## config.mk

```make
export PLATFORM = sky130hd
export DESIGN_NAME = sram_rd_streamer
export DESIGN_NICKNAME = d
export VERILOG_FILES = /design/src/rtl/sram_rd_streamer.sv
export SDC_FILE = /design/constraint.sdc
export NUM_CORES = 1
export LEC_CHECK = 0
export ABC_AREA = 1
export CAP_MARGIN = 20
export CORE_ASPECT_RATIO = 1.1
export CORE_MARGIN = 2
export CORE_UTILIZATION = 50
export DETAILED_ROUTE_END_ITERATION = 8
export HOLD_SLACK_MARGIN = 0.15
export PLACE_DENSITY = 0.72
export SYNTH_ARGS = -nofsm -noshare
export SYNTH_HDL_FRONTEND = slang
export SYNTH_SLANG_ARGS = --single-unit
```

## constraint.sdc

```tcl
create_clock -name CLK -period 4.2 [get_ports CLK]
set_clock_uncertainty 0.1 [all_clocks]
set_input_delay 0.42 -clock CLK [delete_from_list [all_inputs] [get_ports CLK]]
set_output_delay 0.42 -clock CLK [all_outputs]
set_load 0.05 [all_outputs]
```

## src/rtl/sram_rd_streamer.sv

```systemverilog
// sram_rd_streamer
//
// Reads a burst of LEN words from a two-port message SRAM read port, starting at
// BASE_ADDR and wrapping modulo DEPTH, and delivers them on a valid/ready stream.
// SRAM reads are credit limited: issued-but-unpopped reads never exceed FD. This
// guarantees that the FD-entry output buffer cannot overflow.
//
// Ports
//   CLK         clock, rising edge (shared with the SRAM read port)
//   RSTN        synchronous active-low reset
//   START       one-cycle burst request; BASE_ADDR and LEN sampled with it
//   BASE_ADDR   first word address
//   LEN         number of words to read (0..DEPTH)
//   BUSY        burst in progress
//   DONE        one-cycle pulse after the last word is accepted (or after LEN=0)
//   ERR         one-cycle pulse when a START is rejected for bad parameters
//   ADDRA       SRAM read address (holds while ENA is high)
//   ENA         SRAM read enable, active-low
//   DOUTA       SRAM read data, valid the cycle after ENA low
//   DOUT        stream data
//   DOUT_VALID  stream data valid
//   DOUT_READY  downstream ready
//   DOUT_LAST   marks the final word of the burst
module sram_rd_streamer #(
  parameter int unsigned DEPTH = 768,
  parameter int unsigned WIDTH = 52,
  parameter int unsigned AW    = 10,
  parameter int unsigned FD    = 4
) (
  input  logic             CLK,
  input  logic             RSTN,
  input  logic             START,
  input  logic [AW-1:0]    BASE_ADDR,
  input  logic [AW-1:0]    LEN,
  output logic             BUSY,
  output logic             DONE,
  output logic             ERR,
  output logic [AW-1:0]    ADDRA,
  output logic             ENA,
  input  logic [WIDTH-1:0] DOUTA,
  output logic [WIDTH-1:0] DOUT,
  output logic             DOUT_VALID,
  input  logic             DOUT_READY,
  output logic             DOUT_LAST
);

  localparam int unsigned PW = (FD > 1) ? $clog2(FD) : 1;
  localparam int unsigned CW = $clog2(FD + 1);

  typedef enum logic [1:0] {StIdle, StRun, StDrain} state_e;

  // Control state
  state_e          state_q;
  logic            ena_q;
  logic [AW-1:0]   addr_q;
  logic [AW-1:0]   rem_q;       // reads still to be scheduled after the current one
  logic            iss_last_q;  // read issued this cycle is the final one
  logic            done_q;
  logic            err_q;

  // Credit and return pipeline
  logic [CW-1:0]   out_q;       // reads issued in earlier cycles and not yet popped
  logic [CW-1:0]   out_d;
  logic            pend_q;      // DOUTA carries a live read this cycle
  logic            pend_last_q;

  // Output buffer
  logic [WIDTH-1:0] fifo_data_q [FD];
  logic [FD-1:0]    fifo_last_q;
  logic [PW-1:0]    wr_ptr_q;
  logic [PW-1:0]    rd_ptr_q;
  logic [CW-1:0]    cnt_q;

  logic            issue;
  logic            push;
  logic            pop;
  logic            start_bad;
  logic [AW-1:0]   addr_nxt;

  function automatic logic [PW-1:0] ptr_inc(input logic [PW-1:0] p);
    return (32'(p) == FD - 1) ? '0 : p + PW'(1);
  endfunction

  assign issue     = ~ena_q;
  assign push      = pend_q;
  assign pop       = DOUT_VALID & DOUT_READY;
  assign start_bad = (32'(BASE_ADDR) >= DEPTH) || (32'(LEN) > DEPTH);
  assign addr_nxt  = (32'(addr_q) == DEPTH - 1) ? '0 : addr_q + AW'(1);

  // Occupancy seen by the next cycle's issue decision, counting this cycle's read
  // and pop. Issuing only when this is below FD keeps in-flight plus buffered <= FD.
  always_comb begin
    out_d = out_q + CW'(issue) - CW'(pop);
  end

  // Burst control FSM; all outputs it drives are registered.
  always_ff @(posedge CLK) begin
    if (!RSTN) begin
      state_q    <= StIdle;
      ena_q      <= 1'b1;
      addr_q     <= '0;
      rem_q      <= '0;
      iss_last_q <= 1'b0;
      done_q     <= 1'b0;
      err_q      <= 1'b0;
    end else begin
      done_q     <= 1'b0;
      err_q      <= 1'b0;
      ena_q      <= 1'b1;
      iss_last_q <= 1'b0;
      case (state_q)
        StIdle: begin
          if (START) begin
            if (start_bad) begin
              err_q <= 1'b1;
            end else if (LEN == '0) begin
              done_q <= 1'b1;
            end else begin
              // First read goes out in the very next cycle; the buffer is empty.
              state_q    <= StRun;
              ena_q      <= 1'b0;
              addr_q     <= BASE_ADDR;
              rem_q      <= LEN - AW'(1);
              iss_last_q <= (LEN == AW'(1));
            end
          end
        end
        StRun: begin
          if (rem_q != '0) begin
            if (out_d < CW'(FD)) begin
              ena_q      <= 1'b0;
              addr_q     <= addr_nxt;
              rem_q      <= rem_q - AW'(1);
              iss_last_q <= (rem_q == AW'(1));
            end
          end else begin
            // Nothing left to schedule: the final read is on the port this cycle.
            state_q <= StDrain;
          end
        end
        StDrain: begin
          if (pop && DOUT_LAST) begin
            state_q <= StIdle;
            done_q  <= 1'b1;
          end
        end
        default: state_q <= StIdle;
      endcase
    end
  end

  // Credit counter, SRAM return pipeline and output buffer. Reset clears pend_q,
  // so data for a read issued just before reset is dropped on return.
  always_ff @(posedge CLK) begin
    if (!RSTN) begin
      out_q       <= '0;
      pend_q      <= 1'b0;
      pend_last_q <= 1'b0;
      wr_ptr_q    <= '0;
      rd_ptr_q    <= '0;
      cnt_q       <= '0;
      fifo_last_q <= '0;
      for (int i = 0; i < int'(FD); i++) begin
        fifo_data_q[i] <= '0;
      end
    end else begin
      out_q       <= out_d;
      pend_q      <= issue;
      pend_last_q <= issue & iss_last_q;
      if (push) begin
        fifo_data_q[wr_ptr_q] <= DOUTA;
        fifo_last_q[wr_ptr_q] <= pend_last_q;
        wr_ptr_q              <= ptr_inc(wr_ptr_q);
      end
      if (pop) begin
        rd_ptr_q <= ptr_inc(rd_ptr_q);
      end
      cnt_q <= cnt_q + CW'(push) - CW'(pop);
    end
  end

  assign BUSY       = (state_q != StIdle);
  assign DONE       = done_q;
  assign ERR        = err_q;
  assign ADDRA      = addr_q;
  assign ENA        = ena_q;
  assign DOUT_VALID = (cnt_q != '0);
  assign DOUT       = fifo_data_q[rd_ptr_q];
  assign DOUT_LAST  = DOUT_VALID & fifo_last_q[rd_ptr_q];

endmodule

```

## Word-level counts from Yosys, hierarchy flattened

Memory sizes are Yosys's and may differ from the RTL's. A register that Yosys moved wholly into a read port is not among the register bits.
Cells that the tools add are included.

- RAM bits: 208
- Word-level logic and storage cells: 113
- Register bits: 42
- Memories: 1
- Input port bits: 76
- Output and inout bits: 68

Memories:

| memory | words | width | read ports | clocked after memory_dff | write ports | RTL line | source |
|---|---|---|---|---|---|---|---|
| fifo_data_q | 4 | 52 | 1 | 1 | 4 | 68 | `logic [WIDTH-1:0] fifo_data_q [FD];` |

- $add $sub $neg: 9
- $lt $le $gt $ge: 6
- Bitwise gates (word level): 4
- Reduce and logical (&&, ||, !) cells: 13
- Equal/unequal tests: 14
- Muxes and demuxes: 52

Operators by type and width:

| kind | number |
|---|---|
| $mux W10 | 11 |
| $mux W52 | 1 |
| $reduce_or A52 Y1 | 1 |
| $pmux W10 S2 | 2 |
| $mux W1 | 21 |
| $eq A10 B1 Y1 const B | 2 |
| $mux W2 | 10 |
| $sub A10 B1 Y10 const B | 2 |
| $ne A2 B2 Y1 const B | 7 |
| $add A10 B1 Y10 const B | 1 |
| $eq A10 B10 Y1 const B | 1 |
| $ge A10 B10 Y1 const B | 1 |
| $gt A10 B10 Y1 const B | 1 |
| $logic_not A10 Y1 | 1 |
| $reduce_bool A10 Y1 | 1 |
| $add A3 B1 Y3 | 2 |
| $eq A2 B2 Y1 const B | 3 |
| $lt A2 B3 Y1 const B | 2 |
| $pmux W1 S2 | 3 |
| $pmux W2 S3 | 1 |
| $reduce_and A6 Y1 | 1 |
| $sub A3 B1 Y3 | 2 |
| $reduce_and A5 Y1 | 1 |
| $add A2 B1 Y2 const B | 2 |
| 14 further kinds | 18 |

## Depth between registers and ports, before layout

- Word-level depth: 7
- Gate-level depth with buffers: 19
- Depth with buffers taken out: 18

## Least setup slack after synthesis

Ideal clock, no wire load.

- Path type: input to register
- Start point: input RSTN
- End point: memory fifo_data_q[3][0], enable pin
- Arrival: 3.155 ns
- Stages: 6
- Required time: 3.637 ns
- Buffers on the path: 1
- Slack: 0.482 ns
- Cell sequence: buf_2 > nand2_1 > nor2_1 > inv_1 > nand2_1 > nor2_1

RTL lines:

| element | RTL line | source |
|---|---|---|
| from (decl) | 31 | `input logic RSTN,` |
| to (decl) | 68 |  |

==> flow_metrics.tcl <==
set metrics [dict create \
    end_kind "output pin" \
    die_y_um 163 \
    cts_root_buf "clkbuf_16" \
    cts_buffer_depth 3 \
    cts_max_level 1 \
    relSlewSlack 0.280 \
    path_clk_slew_ps 60 \
    syn_inst 1215 \
    start_kind "flop" \
    initial_core_util 0.507 \
    max_freq_mhz 275 \
    post_dp_cell_area_um2 13300 \
    post_cts_buffers 0 \
    cp_data_required_time_ps 3680 \
    fill_cells 1919 \
    dieArea_um2 24400 \
    grt_pass1_vias 8609 \
    hold_depth 2 \
    syn2layout_area_growth_pct 22.2 \
    rr_endpoint "ADDRA[5]" \
    die_w_um 149 \
    power.leakage_uw 0.00569 \
    cellPowerDensity_nw_per_um2 607 \
    cts.sinks 252 \
    viasPerCell 5.40 \
    hold_class "flop to flop" \
    design.final.nets 1429 \
    worstSetupPathType "flop to output pin" \
    vdd_drop_max_uv 316 \
    cts_tree "built" \
    postCtsResizedCells 0 \
    holdBufCountCts 0 \
    postRouteAntennaNets 0 \
    critPathMaxFanout 104 \
    numCtsBuffers 26 \
    final_cells 1658 \
    synth_cell_types 37 \
    place_hpwl_um 16000 \
    ys_seq_area_frac 0.616 \
    route.detailed.drc 0 \
    dp_cells 1610 \
    rows 58 \
    wl_per_cell_um 16.6 \
    grt_overflow 0 \
    netlist_area_um2 11600 \
    io_pins 144 \
    min_to "fifo_last_q[3]" \
    drtIter0Drc 765 \
    avgSynthCellArea_um2 9.52 \
    crit_slowest_cell "clkdlybuf4s50_1" \
    syn-num-nets 1306 \
    cp_slowest_stage_delay_ps 850 \
    layout-drive-gt1-share 0.0596 \
    cp_top_family "buffers and inverters" \
    fin_area_um2 14100 \
    io_buffers 143 \
    final_cell_mix "nor2_1, edfxtp_1, clkdlybuf4s50_1" \
    setup_violations 0 \
    post-route-min-period_ps 3630 \
    crit_chain "buf_4 > o21ai_0 > o22ai_1 > clkdlybuf4s50_1" \
    grt_pass1_wl_um 43800 \
    antennaDiodeCount 0 \
    period_share 0.865 \
    core_um2 22800 \
    timing.rr.start "cnt_q[1]" \
    clk_latency_ps 510 \
    yosys_register_bits 252 \
    post-route-util 0.620 \
    cp_num_buf_inv 2 \
    grt_antenna_before_repair 0 \
    hold_viol_final 0 \
    vias 8956 \
    track_usage 0.226 \
    drv_slew 0 \
    worst_pin_slew_ps 1080 \
    routed_wl_um 27500 \
    yosys_warnings 0 \
    cp.arrival_ps 3110 \
    r2r_setup_slack_ps 1290 \
    hold_start "fifo_last_q[3]" \
    worst_slack_ps 566 \
    drt_pre_antenna_iters 7 \
    grt_max_degree 105 \
    preCtsSetupSlack_ps 940 \
    rsz0062_at_grt "false" \
    r2r_cells 16 \
    status "finished, final reports clean" \
    final_common_cell "nor2_1" \
    tns_ps 0 \
    drv_cap 0 \
    place.gp.congestion 0.859 \
]
==> cells by family (layout without fill, tap and decap cells) <==
group           after synthesis  in the layout  share of synthesized area
fa+ha+maj                    15             15                     0.0175
flops                       252            252                      0.616
mux                           2              2                    0.00173
buf+inv                     164            307                     0.0555
simple gates                559            559                      0.201
xor+xnor                     13             13                    0.00985
compound gates              210            210                     0.0983
==> registers in the layout (all words and copies together) (netlist names), named ones only <==
| signal | flops |
|---|---|
| ADDRA | 10 |
| fifo_last_q | 4 |
| rd_ptr_q | 2 |
| pend_q | 1 |
| out_q | 3 |
| wr_ptr_q | 2 |
| fifo_data_q | 208 |
| pend_last_q | 1 |
| ERR | 1 |
| state_q | 2 |
| rem_q | 10 |
| cnt_q | 3 |
| iss_last_q | 1 |
| DONE | 1 |
| ENA | 1 |
==> worst min-delay path, stage by stage (launching register included) <==
cell     delay [ps]
dfxtp_1         310
nand2_1          60
a21oi_1          50
==> worst max-delay path by stage <==
stage | start | end | depth (start not counted)
after global routing | flop | DOUT[51] | 4
after global placement | DOUT_READY | ADDRA[5] | 15
after CTS | flop | DOUT[12] | 4
after floorplan | RSTN | fifo_data_q[3][0] | 6
final | flop | DOUT[12] | 4
after detailed placement | DOUT_READY | ADDRA[5] | 16
==> cell usage after synthesis (all sizes together) <==
| cell | number | share of area |
|---|---|---|
| o211ai | 1 | 0.00065 |
| a31oi | 2 | 0.0011 |
| nand3b | 2 | 0.0013 |
| nand4 | 5 | 0.0027 |
| or2 | 2 | 0.0011 |
| nand2 | 125 | 0.045 |
| fa | 2 | 0.0035 |
| nor2 | 377 | 0.13 |
| clkinv | 1 | 0.00032 |
| ha | 13 | 0.014 |
| nor3b | 1 | 0.00065 |
| a21oi | 26 | 0.011 |
| o21ai | 127 | 0.055 |
| clkbuf | 56 | 0.018 |
| o21bai | 1 | 0.0016 |
| mux2i | 2 | 0.0017 |
| edfxtp | 208 | 0.54 |
| nor3 | 1 | 0.00043 |
| dfxtp | 44 | 0.076 |
| buf | 8 | 0.0049 |
| o22ai | 53 | 0.029 |
| xor2 | 8 | 0.0061 |
| nand3 | 46 | 0.022 |
| inv | 99 | 0.032 |
| xnor2 | 5 | 0.0038 |
==> power breakdown <==
group	internal, uW	switching (uW)
Clock	1300	932
Sequential	2940	126
Combinational	1020	2260
==> metrics by stage <==
step	hold slack, ps	power [uW]
5_1_grt	376	8980
2_1_floorplan	335	5350
4_1_cts	362	8620
3_3_place_gp	351	6350
6_report	361	8580
3_5_place_dp	354	6400
==> cell type report <==
type	count	area, um2	share of cell area
Clock buffer	34	702	0.0497
Clock inverter	14	129	0.00912
Inverter	100	375	0.0266
Multi-Input combinational cell	799	3820	0.270
Sequential cell	252	7130	0.505
Tap cell	300	375	0.0266
Timing Repair Buffer	159	1600	0.113
==> metal layers <==
metal,wire length [um],global-route usage,vias to the layer above
li1,-,-,4320
met1,11200,0.294,4291
met2,14100,0.404,305
met3,1720,0.0235,40
met4,514,0.0567,0
met5,0,0,-
Note: power is estimated with default switching activity, not from simulation.
